[src/rtl/burst_rd_pkg.sv]
`default_nettype none
// ============================================================================
// Module      : burst_rd_pkg
// Description : Shared types and helpers for the burst read master.
//               Holds the controller state encoding and an unsigned minimum
//               helper used by the burst length calculation.
// Revision    : 1.0 - initial release
// ============================================================================
package burst_rd_pkg;

    typedef enum logic [1:0] {
        ST_IDLE  = 2'd0,
        ST_ISSUE = 2'd1,
        ST_DATA  = 2'd2,
        ST_DONE  = 2'd3
    } state_t;

    // Unsigned minimum of two 32-bit quantities.
    function automatic logic [31:0] min_u32(input logic [31:0] a, input logic [31:0] b);
        return (a < b) ? a : b;
    endfunction

endpackage
`default_nettype wire

[src/rtl/burst_rd_master_if.sv]
`default_nettype none
// ============================================================================
// Module      : burst_rd_master_if
// Description : Avalon-MM burst read bus between the read master and memory.
//               master modport : drives address/read/burstcount,
//                                receives readdata/readdatavalid/waitrequest.
//               slave modport  : the mirror image.
// Revision    : 1.0 - initial release
// ============================================================================
interface burst_rd_master_if #(
    parameter int ADDR_W  = 32,
    parameter int DATA_W  = 32,
    parameter int BURST_W = 16
);
    logic [ADDR_W-1:0]  address;
    logic               read;
    logic [BURST_W-1:0] burstcount;
    logic [DATA_W-1:0]  readdata;
    logic               readdatavalid;
    logic               waitrequest;

    modport master (
        output address, read, burstcount,
        input  readdata, readdatavalid, waitrequest
    );

    modport slave (
        input  address, read, burstcount,
        output readdata, readdatavalid, waitrequest
    );
endinterface
`default_nettype wire

[src/rtl/burst_len_calc.sv]
`default_nettype none
// ============================================================================
// Module      : burst_len_calc
// Description : Combinational length of the next burst.
//               rem       : remaining words of the transfer
//               word_addr : current address in DATA_W words
//               blen      : beats for the next burst
//               Build option BURST_BOUNDARY_EN additionally limits the burst
//               so it stops at the next MAX_BURST-word aligned boundary.
// Revision    : 1.0 - initial release
// ============================================================================
module burst_len_calc
    import burst_rd_pkg::*;
#(
    parameter int LEN_W     = 16,
    parameter int ADDR_W    = 32,
    parameter int MAX_BURST = 16,
    parameter int BURST_W   = 16
) (
    input  wire logic [LEN_W-1:0]   rem,
    input  wire logic [ADDR_W-1:0]  word_addr,
    output logic      [BURST_W-1:0] blen
);

    logic [31:0] w_rem32;
    logic [31:0] w_cap;

    assign w_rem32 = 32'(rem);

`ifdef BURST_BOUNDARY_EN
    // Words left before the next aligned MAX_BURST boundary. MAX_BURST is a
    // power of two, so the modulo is a mask of the low word-address bits.
    logic [31:0] w_room;
    assign w_room = 32'(MAX_BURST) - (32'(word_addr) & 32'(MAX_BURST - 1));
    assign w_cap  = min_u32(32'(MAX_BURST), w_room);
`else
    logic w_unused_word_addr;
    assign w_unused_word_addr = ^word_addr;
    assign w_cap = 32'(MAX_BURST);
`endif

    assign blen = BURST_W'(min_u32(w_rem32, w_cap));

endmodule
`default_nettype wire

[src/rtl/burst_rd_master.sv]
`default_nettype none
// ============================================================================
// Module      : burst_rd_master
// Description : Avalon-MM burst read master streaming a contiguous memory
//               region into a downstream FIFO, one burst outstanding.
//   clk, reset           : clock, synchronous active-high reset
//   start                : request pulse (IDLE only)
//   start_addr, length   : byte address / byte count captured on start
//   busy, done           : in progress / one-cycle completion pulse
//   fifo_almost_full     : back-pressure, checked before each burst
//   fifo_data, fifo_wr   : registered read data and write strobe
//   avm                  : Avalon host command / response bus (master)
//   Build option BURST_BOUNDARY_EN: bursts never cross a
//   MAX_BURST*DATA_W/8-byte aligned boundary.
// Revision    : 1.0 - initial release
// ============================================================================
module burst_rd_master
    import burst_rd_pkg::*;
#(
    parameter int DATA_W    = 32,
    parameter int ADDR_W    = 32,
    parameter int LEN_W     = 16,
    parameter int MAX_BURST = 16,
    parameter int BURST_W   = 16
) (
    input  wire logic              clk,
    input  wire logic              reset,
    input  wire logic              start,
    input  wire logic [ADDR_W-1:0] start_addr,
    input  wire logic [LEN_W-1:0]  length,
    output logic                   busy,
    output logic                   done,
    input  wire logic              fifo_almost_full,
    output logic      [DATA_W-1:0] fifo_data,
    output logic                   fifo_wr,
    burst_rd_master_if.master      avm
);

    localparam int c_byte_shift = $clog2(DATA_W / 8);

    state_t r_state;
    state_t w_state_nxt;

    logic [ADDR_W-1:0]  r_addr;
    logic [LEN_W-1:0]   r_rem;
    logic [BURST_W-1:0] r_blen;
    logic [BURST_W-1:0] r_beats;
    logic               r_read;
    logic [ADDR_W-1:0]  r_address;
    logic [BURST_W-1:0] r_burstcount;
    logic [DATA_W-1:0]  r_fifo_data;
    logic               r_fifo_wr;

    logic [LEN_W-1:0]   w_len_words;
    logic [ADDR_W-1:0]  w_word_addr;
    logic [BURST_W-1:0] w_blen;
    logic [LEN_W-1:0]   w_rem_after;
    logic               w_capture;
    logic               w_launch;
    logic               w_accept;
    logic               w_beat;
    logic               w_last;

    assign w_len_words = length >> c_byte_shift;
    assign w_word_addr = r_addr >> c_byte_shift;
    assign w_rem_after = r_rem - LEN_W'(r_blen);

    burst_len_calc #(
        .LEN_W     (LEN_W),
        .ADDR_W    (ADDR_W),
        .MAX_BURST (MAX_BURST),
        .BURST_W   (BURST_W)
    ) u_len_calc (
        .rem       (r_rem),
        .word_addr (w_word_addr),
        .blen      (w_blen)
    );

    // ------------------------------------------------------------------
    // State register
    // ------------------------------------------------------------------
    always_ff @(posedge clk) begin
        if (reset) begin
            r_state <= ST_IDLE;
        end else begin
            r_state <= w_state_nxt;
        end
    end

    // ------------------------------------------------------------------
    // Next state and control strobes
    // ------------------------------------------------------------------
    always_comb begin
        w_state_nxt = r_state;
        w_capture   = 1'b0;
        w_launch    = 1'b0;
        w_accept    = 1'b0;
        w_beat      = 1'b0;
        w_last      = 1'b0;
        case (r_state)
            ST_IDLE: begin
                if (start) begin
                    w_capture   = 1'b1;
                    w_state_nxt = (w_len_words == '0) ? ST_DONE : ST_ISSUE;
                end
            end
            ST_ISSUE: begin
                // Back-pressure only gates raising read; an issued command
                // is held until the slave takes it.
                if (!r_read && !fifo_almost_full) begin
                    w_launch = 1'b1;
                end else if (r_read && !avm.waitrequest) begin
                    w_accept    = 1'b1;
                    w_state_nxt = ST_DATA;
                end
            end
            ST_DATA: begin
                if (avm.readdatavalid) begin
                    w_beat = 1'b1;
                    if (r_beats == BURST_W'(1)) begin
                        w_last      = 1'b1;
                        w_state_nxt = (w_rem_after == '0) ? ST_DONE : ST_ISSUE;
                    end
                end
            end
            ST_DONE: begin
                w_state_nxt = ST_IDLE;
            end
            default: begin
                w_state_nxt = ST_IDLE;
            end
        endcase
    end

    // ------------------------------------------------------------------
    // Datapath, counters and bus command registers
    // ------------------------------------------------------------------
    always_ff @(posedge clk) begin
        if (reset) begin
            r_addr       <= '0;
            r_rem        <= '0;
            r_blen       <= '0;
            r_beats      <= '0;
            r_read       <= 1'b0;
            r_address    <= '0;
            r_burstcount <= '0;
            r_fifo_data  <= '0;
            r_fifo_wr    <= 1'b0;
        end else begin
            r_fifo_data <= avm.readdata;
            r_fifo_wr   <= w_beat;

            if (w_capture) begin
                r_addr <= start_addr;
                r_rem  <= w_len_words;
            end

            if (w_launch) begin
                r_read       <= 1'b1;
                r_address    <= r_addr;
                r_burstcount <= w_blen;
                r_blen       <= w_blen;
            end

            if (w_accept) begin
                r_read  <= 1'b0;
                r_beats <= r_blen;
            end

            if (w_beat) begin
                if (w_last) begin
                    r_rem   <= w_rem_after;
                    r_addr  <= r_addr + (ADDR_W'(r_blen) << c_byte_shift);
                    r_beats <= '0;
                end else begin
                    r_beats <= r_beats - BURST_W'(1);
                end
            end
        end
    end

    assign avm.address    = r_address;
    assign avm.read       = r_read;
    assign avm.burstcount = r_burstcount;
    assign fifo_data      = r_fifo_data;
    assign fifo_wr        = r_fifo_wr;
    assign busy           = (r_state == ST_ISSUE) || (r_state == ST_DATA);
    assign done           = (r_state == ST_DONE);

endmodule
`default_nettype wire

[src/flat_wrapper.sv]
// flat-port wrapper written by rule: the top's interface ports become plain ports
module burst_rd_master_flat import burst_rd_pkg::*;
#(
    parameter int DATA_W    = 32,
    parameter int ADDR_W    = 32,
    parameter int LEN_W     = 16,
    parameter int MAX_BURST = 16,
    parameter int BURST_W   = 16
)
  (clk, reset, start, start_addr, length, busy, done, fifo_almost_full, fifo_data, fifo_wr, avm_address, avm_read, avm_burstcount, avm_readdata, avm_readdatavalid, avm_waitrequest);
  burst_rd_master_if #(.ADDR_W(ADDR_W), .DATA_W(DATA_W), .BURST_W(BURST_W)) avm_i ();
  input  wire logic clk;
  input  wire logic reset;
  input  wire logic start;
  input  wire logic [ADDR_W-1:0] start_addr;
  input  wire logic [LEN_W-1:0] length;
  output logic busy;
  output logic done;
  input  wire logic fifo_almost_full;
  output logic      [DATA_W-1:0] fifo_data;
  output logic fifo_wr;
  output wire logic [$bits(avm_i.address)-1:0] avm_address;
  output wire logic [$bits(avm_i.read)-1:0] avm_read;
  output wire logic [$bits(avm_i.burstcount)-1:0] avm_burstcount;
  input wire logic [$bits(avm_i.readdata)-1:0] avm_readdata;
  input wire logic [$bits(avm_i.readdatavalid)-1:0] avm_readdatavalid;
  input wire logic [$bits(avm_i.waitrequest)-1:0] avm_waitrequest;
  assign avm_address = avm_i.address;
  assign avm_read = avm_i.read;
  assign avm_burstcount = avm_i.burstcount;
  assign avm_i.readdata = avm_readdata;
  assign avm_i.readdatavalid = avm_readdatavalid;
  assign avm_i.waitrequest = avm_waitrequest;
  burst_rd_master #(.DATA_W(DATA_W), .ADDR_W(ADDR_W), .LEN_W(LEN_W), .MAX_BURST(MAX_BURST), .BURST_W(BURST_W)) u_core (.clk(clk), .reset(reset), .start(start), .start_addr(start_addr), .length(length), .busy(busy), .done(done), .fifo_almost_full(fifo_almost_full), .fifo_data(fifo_data), .fifo_wr(fifo_wr), .avm(avm_i));
endmodule
[config.mk]
export PLATFORM = sky130hd
export DESIGN_NAME = burst_rd_master_flat
export DESIGN_NICKNAME = d
export VERILOG_FILES = /design/src/rtl/burst_rd_pkg.sv /design/src/rtl/burst_rd_master_if.sv /design/src/rtl/burst_len_calc.sv /design/src/rtl/burst_rd_master.sv /design/src/flat_wrapper.sv
export SDC_FILE = /design/constraint.sdc
export NUM_CORES = 1
export LEC_CHECK = 0
export BUFFER_PORTS_ARGS = -buffer_cell sky130_fd_sc_hd__buf_2
export CAP_MARGIN = 20
export CORE_UTILIZATION = 55
export DETAILED_ROUTE_END_ITERATION = 12
export PLACE_DENSITY_LB_ADDON = 0.12
export SYNTH_ARGS = -nofsm -noshare
export SYNTH_HDL_FRONTEND = slang
export SYNTH_SLANG_ARGS = --single-unit
[constraint.sdc]
create_clock -name clk -period 3.8 [get_ports clk]
set_clock_uncertainty 0.15 [all_clocks]
set_input_delay 0.19 -clock clk [delete_from_list [all_inputs] [get_ports clk]]
set_output_delay 0.19 -clock clk [all_outputs]
set_load 0.02 [all_outputs]
==> metrics.md <==
| Metric | Value |
|---|---|
| Hold/Removal Path Class | `in -> reg` |
| Max Clock Freq | `roughly 0.30 GHz` |
| Clock slew at reported path FFs | `0.06 ns` |
| First-pass GRT wire length | `roughly 36000 µm` |
| DR WL/cell | `approximately 17 µm` |
| Via-per-instance ratio | `5.81` |
| Asr flop ratio synth | `0%` |
| Cell Pwr Density | `roughly 550 nW/µm²` |
| Endpoints failing setup | `0` |
| CTS sink cnt | `148` |
| R2r endpoint | `u_core.r_addr[24]` |
| GRT overflow | `0` |
| Pre-antenna DRT Iters | `5` |
| Vias | `roughly 7.5k` |
| Post-CTS setup buffers | `0` |
| Crit share post-route | `87.7%` |
| Crit path kind | `reg -> reg` |
| Num CTS Buffers | `17` |
| Placer Congestion | `between 0.8 and 0.9` |
| Yosys warns | `0` |
| TritonCTS clock tree | `done` |
| Total track usage | `a little under a third` |
| H-tree depth | `4` |
| Synth Net Count | `roughly 1.0k` |
| Post-synth EDFFs | `0` |
| Largest net degree at the start of global routing | `78` |
| Crit-path max FO | `9` |
| Cell variety after synth | `just under 70` |
| # Max-Cap Violations | `0` |
| DP HPWL | `between 10000 and 15000 µm` |
| Initial Utilization | `about 57%` |
| Clock buffer depth | `2` |
| Tot Pwr | `about 0.0054 W` |
| Die width | `approximately 120 µm` |
| Mapped cell area | `~7600 µm²` |
| Initial antenna violation count | `0` |
| Die area | `14300 µm²` |
| Worst-skew pair later-pin latency | `0.44 ns` |
| WP data required | `3.95 ns` |
| Vias in the first global route | `roughly 7.3k` |
| Die height | `120 µm` |
| Post-synth top area cell | `dfxtp_1` |
| Worst-path cell with the longest stage delay | `a2111oi_0` |
| Inserted Diodes | `0` |
| Dominant cells by area after synthesis | `dfxtp_1 (39%), a211oi_1 (6.8%), ha_1 (6.2%)` |
| Peak VDD IR | `384 µV` |
| Worst reg-to-reg path cell count | `10` |
| P&R area growth vs syn | `28.4%` |
| Slowest stage delay, CP | `approximately 0.47 ns` |
| Headroom to the max-slew limit | `41.3%` |
| Fillers | `around 1.0k` |
| Slew Limit Fails | `0` |
| Port Buffers | `approximately 170` |
| Worst path most repeated cell | `a211oi_1` |
| Period minus WS final | `about 3.3 ns` |
| Mapped Cells | `about 900` |
| Lkg Pwr | `roughly 4.4 nW` |
| RSZ-0062 raised after global routing | `no` |
| I/O Pins | `170` |
| CP Launch Type | `register` |
| Worst Setup EP | `u_core.r_addr[24]` |
| Final hold vios | `0` |
| Status | `complete, no violations` |
| Crit end category | `register` |
| Avg Cell Area, Syn | `approximately 8.5 µm²` |
| Area share of the largest cell type after synthesis | `between 30 and 40%` |
| Core footprint | `13400 µm²` |
| Clock root buffer | `clkbuf_16` |
| Initial DRC count | `611` |
| R2R setup slack | `between 0.4 and 0.5 ns` |
| CP cell instances | `ha_1 > fa_1 > a211oi_1 > o21ai_0 > a2111oi_0 > buf_4 > o31ai_1 > and2_1 > a211oi_1 > a211oi_1` |
| R2R Path Start | `u_core.r_blen[0]` |
| Top FF cell, synth | `dfxtp_1` |
| Register bit total from synthesis | `around 150` |
| Drc violations | `0` |
| DRT Wirelength | `between 20000 and 25000 µm` |
| Post-layout net count | `about 1.2k` |
| FP Rows | `between 40 and 50` |
| Setup_tns | `0 ns` |
| Sequential-to-total area share from yosys stat | `38.9%` |
| Layout cell share with drive strength beyond 1 | `20.5%` |
| Worst Setup SP | `u_core.r_blen[0]` |
| Critical Path AT | `3.48 ns` |
| Tightest Pin Transition | `approximately 0.88 ns` |
| Antenna Nets Post-Route | `0` |
[cell usage in the layout (no fill, tap or decap), types with 7 or more instances in the layout]
cell type,instances
nor2b_1,39
a22oi_1,21
inv_1,32
a21o_1,9
dfxtp_1,148
and2_1,7
nand2_1,93
nand3_1,14
clkbuf_16,17
buf_4,15
and3_1,29
xnor2_1,13
dlygate4sd3_1,63
buf_2,166
a211oi_1,69
a21oi_1,62
o21a_1,8
mux2i_1,17
xor2_1,11
nor2_1,60
o21ai_0,39
ha_1,38
nor3_1,31
[final cells by class]
type | count | area, µm² | area share [%]
Timing Repair Buffer | 244 | 1570 | 16.1
Tap cell | 176 | 220 | 2.25
Sequential cell | 148 | 2960 | 30.3
Clock buffer | 19 | 453 | 4.63
Clock inverter | 13 | 115 | 1.18
Multi-Input combinational cell | 665 | 4340 | 44.3
Inverter | 32 | 120 | 1.23
[registers in the layout, summed over array words and instances, names as in the netlist]
register / cells
u_core.avm.address: 32
u_core.r_blen: 16
u_core.avm.read: 1
u_core.fifo_wr: 1
u_core.r_addr: 32
u_core.r_beats: 16
u_core.fifo_data: 32
u_core.r_rem: 16
u_core.r_state: 2
[routing by layer]
layer / up-vias / global-route usage, % / part of all wire, %
met5: - / 0 / 0
met3: 60 / 6.89 / 6.0
li1: 3719 / - / -
met2: 298 / 51.9 / 47
met4: 0 / 15.6 / 3.8
met1: 3459 / 39.7 / 43
[logic make-up (layout without fill, tap and decap cells)]
| logic type | Yosys count | after routing | synth area share [%] |
|---|---|---|---|
| DFF | 148 | 148 | 38.9 |
| buffers and inverters | 82 | 308 | 4.22 |
| adders and majority gates | 40 | 40 | 6.77 |
| muxes | 17 | 17 | 2.23 |
| AOI/OAI and AO/OA | 263 | 263 | 23.3 |
| and+or+nand+nor | 321 | 321 | 21.8 |
| xor gates and xnor gates | 24 | 24 | 2.76 |
[synth_stat cells (all sizes together) (6+ instances only)]
| library cell | n |
|---|---|
| nor2 | 61 |
| o21a | 8 |
| inv | 32 |
| nor2b | 39 |
| xnor2 | 13 |
| mux2i | 17 |
| nor3 | 33 |
| nand2 | 93 |
| ha | 38 |
| a211oi | 69 |
| and2 | 7 |
| a22oi | 21 |
| a21o | 9 |
| buf | 8 |
| clkbuf | 42 |
| and3 | 29 |
| o21ai | 39 |
| nand3 | 14 |
| a21oi | 62 |
| xor2 | 11 |
| dfxtp | 148 |
| nor4 | 8 |
| o22ai | 6 |
[metrics by stage]
stage	setup slack, ns	hold WS [ns]	instance area (µm²)	utilization (%)	cells
2_1_floorplan	0.679	0.168	7620	-	895
6_report	0.466	0.00956	9780	73.0	1297
4_1_cts	0.542	0.00614	9780	73.0	1297
5_1_grt	0.293	0.0294	9780	73.0	1297
3_3_place_gp	0.638	0.246	8580	64.1	1202
3_5_place_dp	0.561	0.253	8580	64.1	1202
[power by group]
group,total [W],internal (W),switching (W)
logic,0.00191,0.000764,0.00115
clock network,0.00161,0.000892,0.000723
registers,0.00186,0.00172,0.000145
total,0.00539,0.00337,0.00202
[repair_timing]
item / 4_1_cts / 5_1_grt
setup endpoints to repair: 0 / 0
hold buffers: 63 / 0
hold endpoints to repair: 63 / 0
resized for setup: 0 / 0
[critical path: cells and delay by family, from the launching register on]
kind                       cells  cell delay, ns
buffers and inverters          1            0.20
and+or+nand+nor                1            0.32
AOI/OAI and AO/OA              6            1.44
DFF                            1            0.37
adders and majority gates      2            0.69
[worst min path at each step]
| stage | startpoint | to | depth (start not counted) |
|---|---|---|---|
| finish | length[6] | u_core.r_rem[4] | 4 |
| global placement | avm_readdata[30] | u_core.fifo_data[30] | 2 |
| CTS | start_addr[29] | u_core.r_addr[29] | 3 |
| detailed placement | avm_readdata[11] | u_core.fifo_data[11] | 2 |
| floorplan | avm_readdata[0] | u_core.fifo_data[0] | 1 |
| global route | length[6] | u_core.r_rem[4] | 4 |
Note: power is estimated with default switching activity, not from simulation.
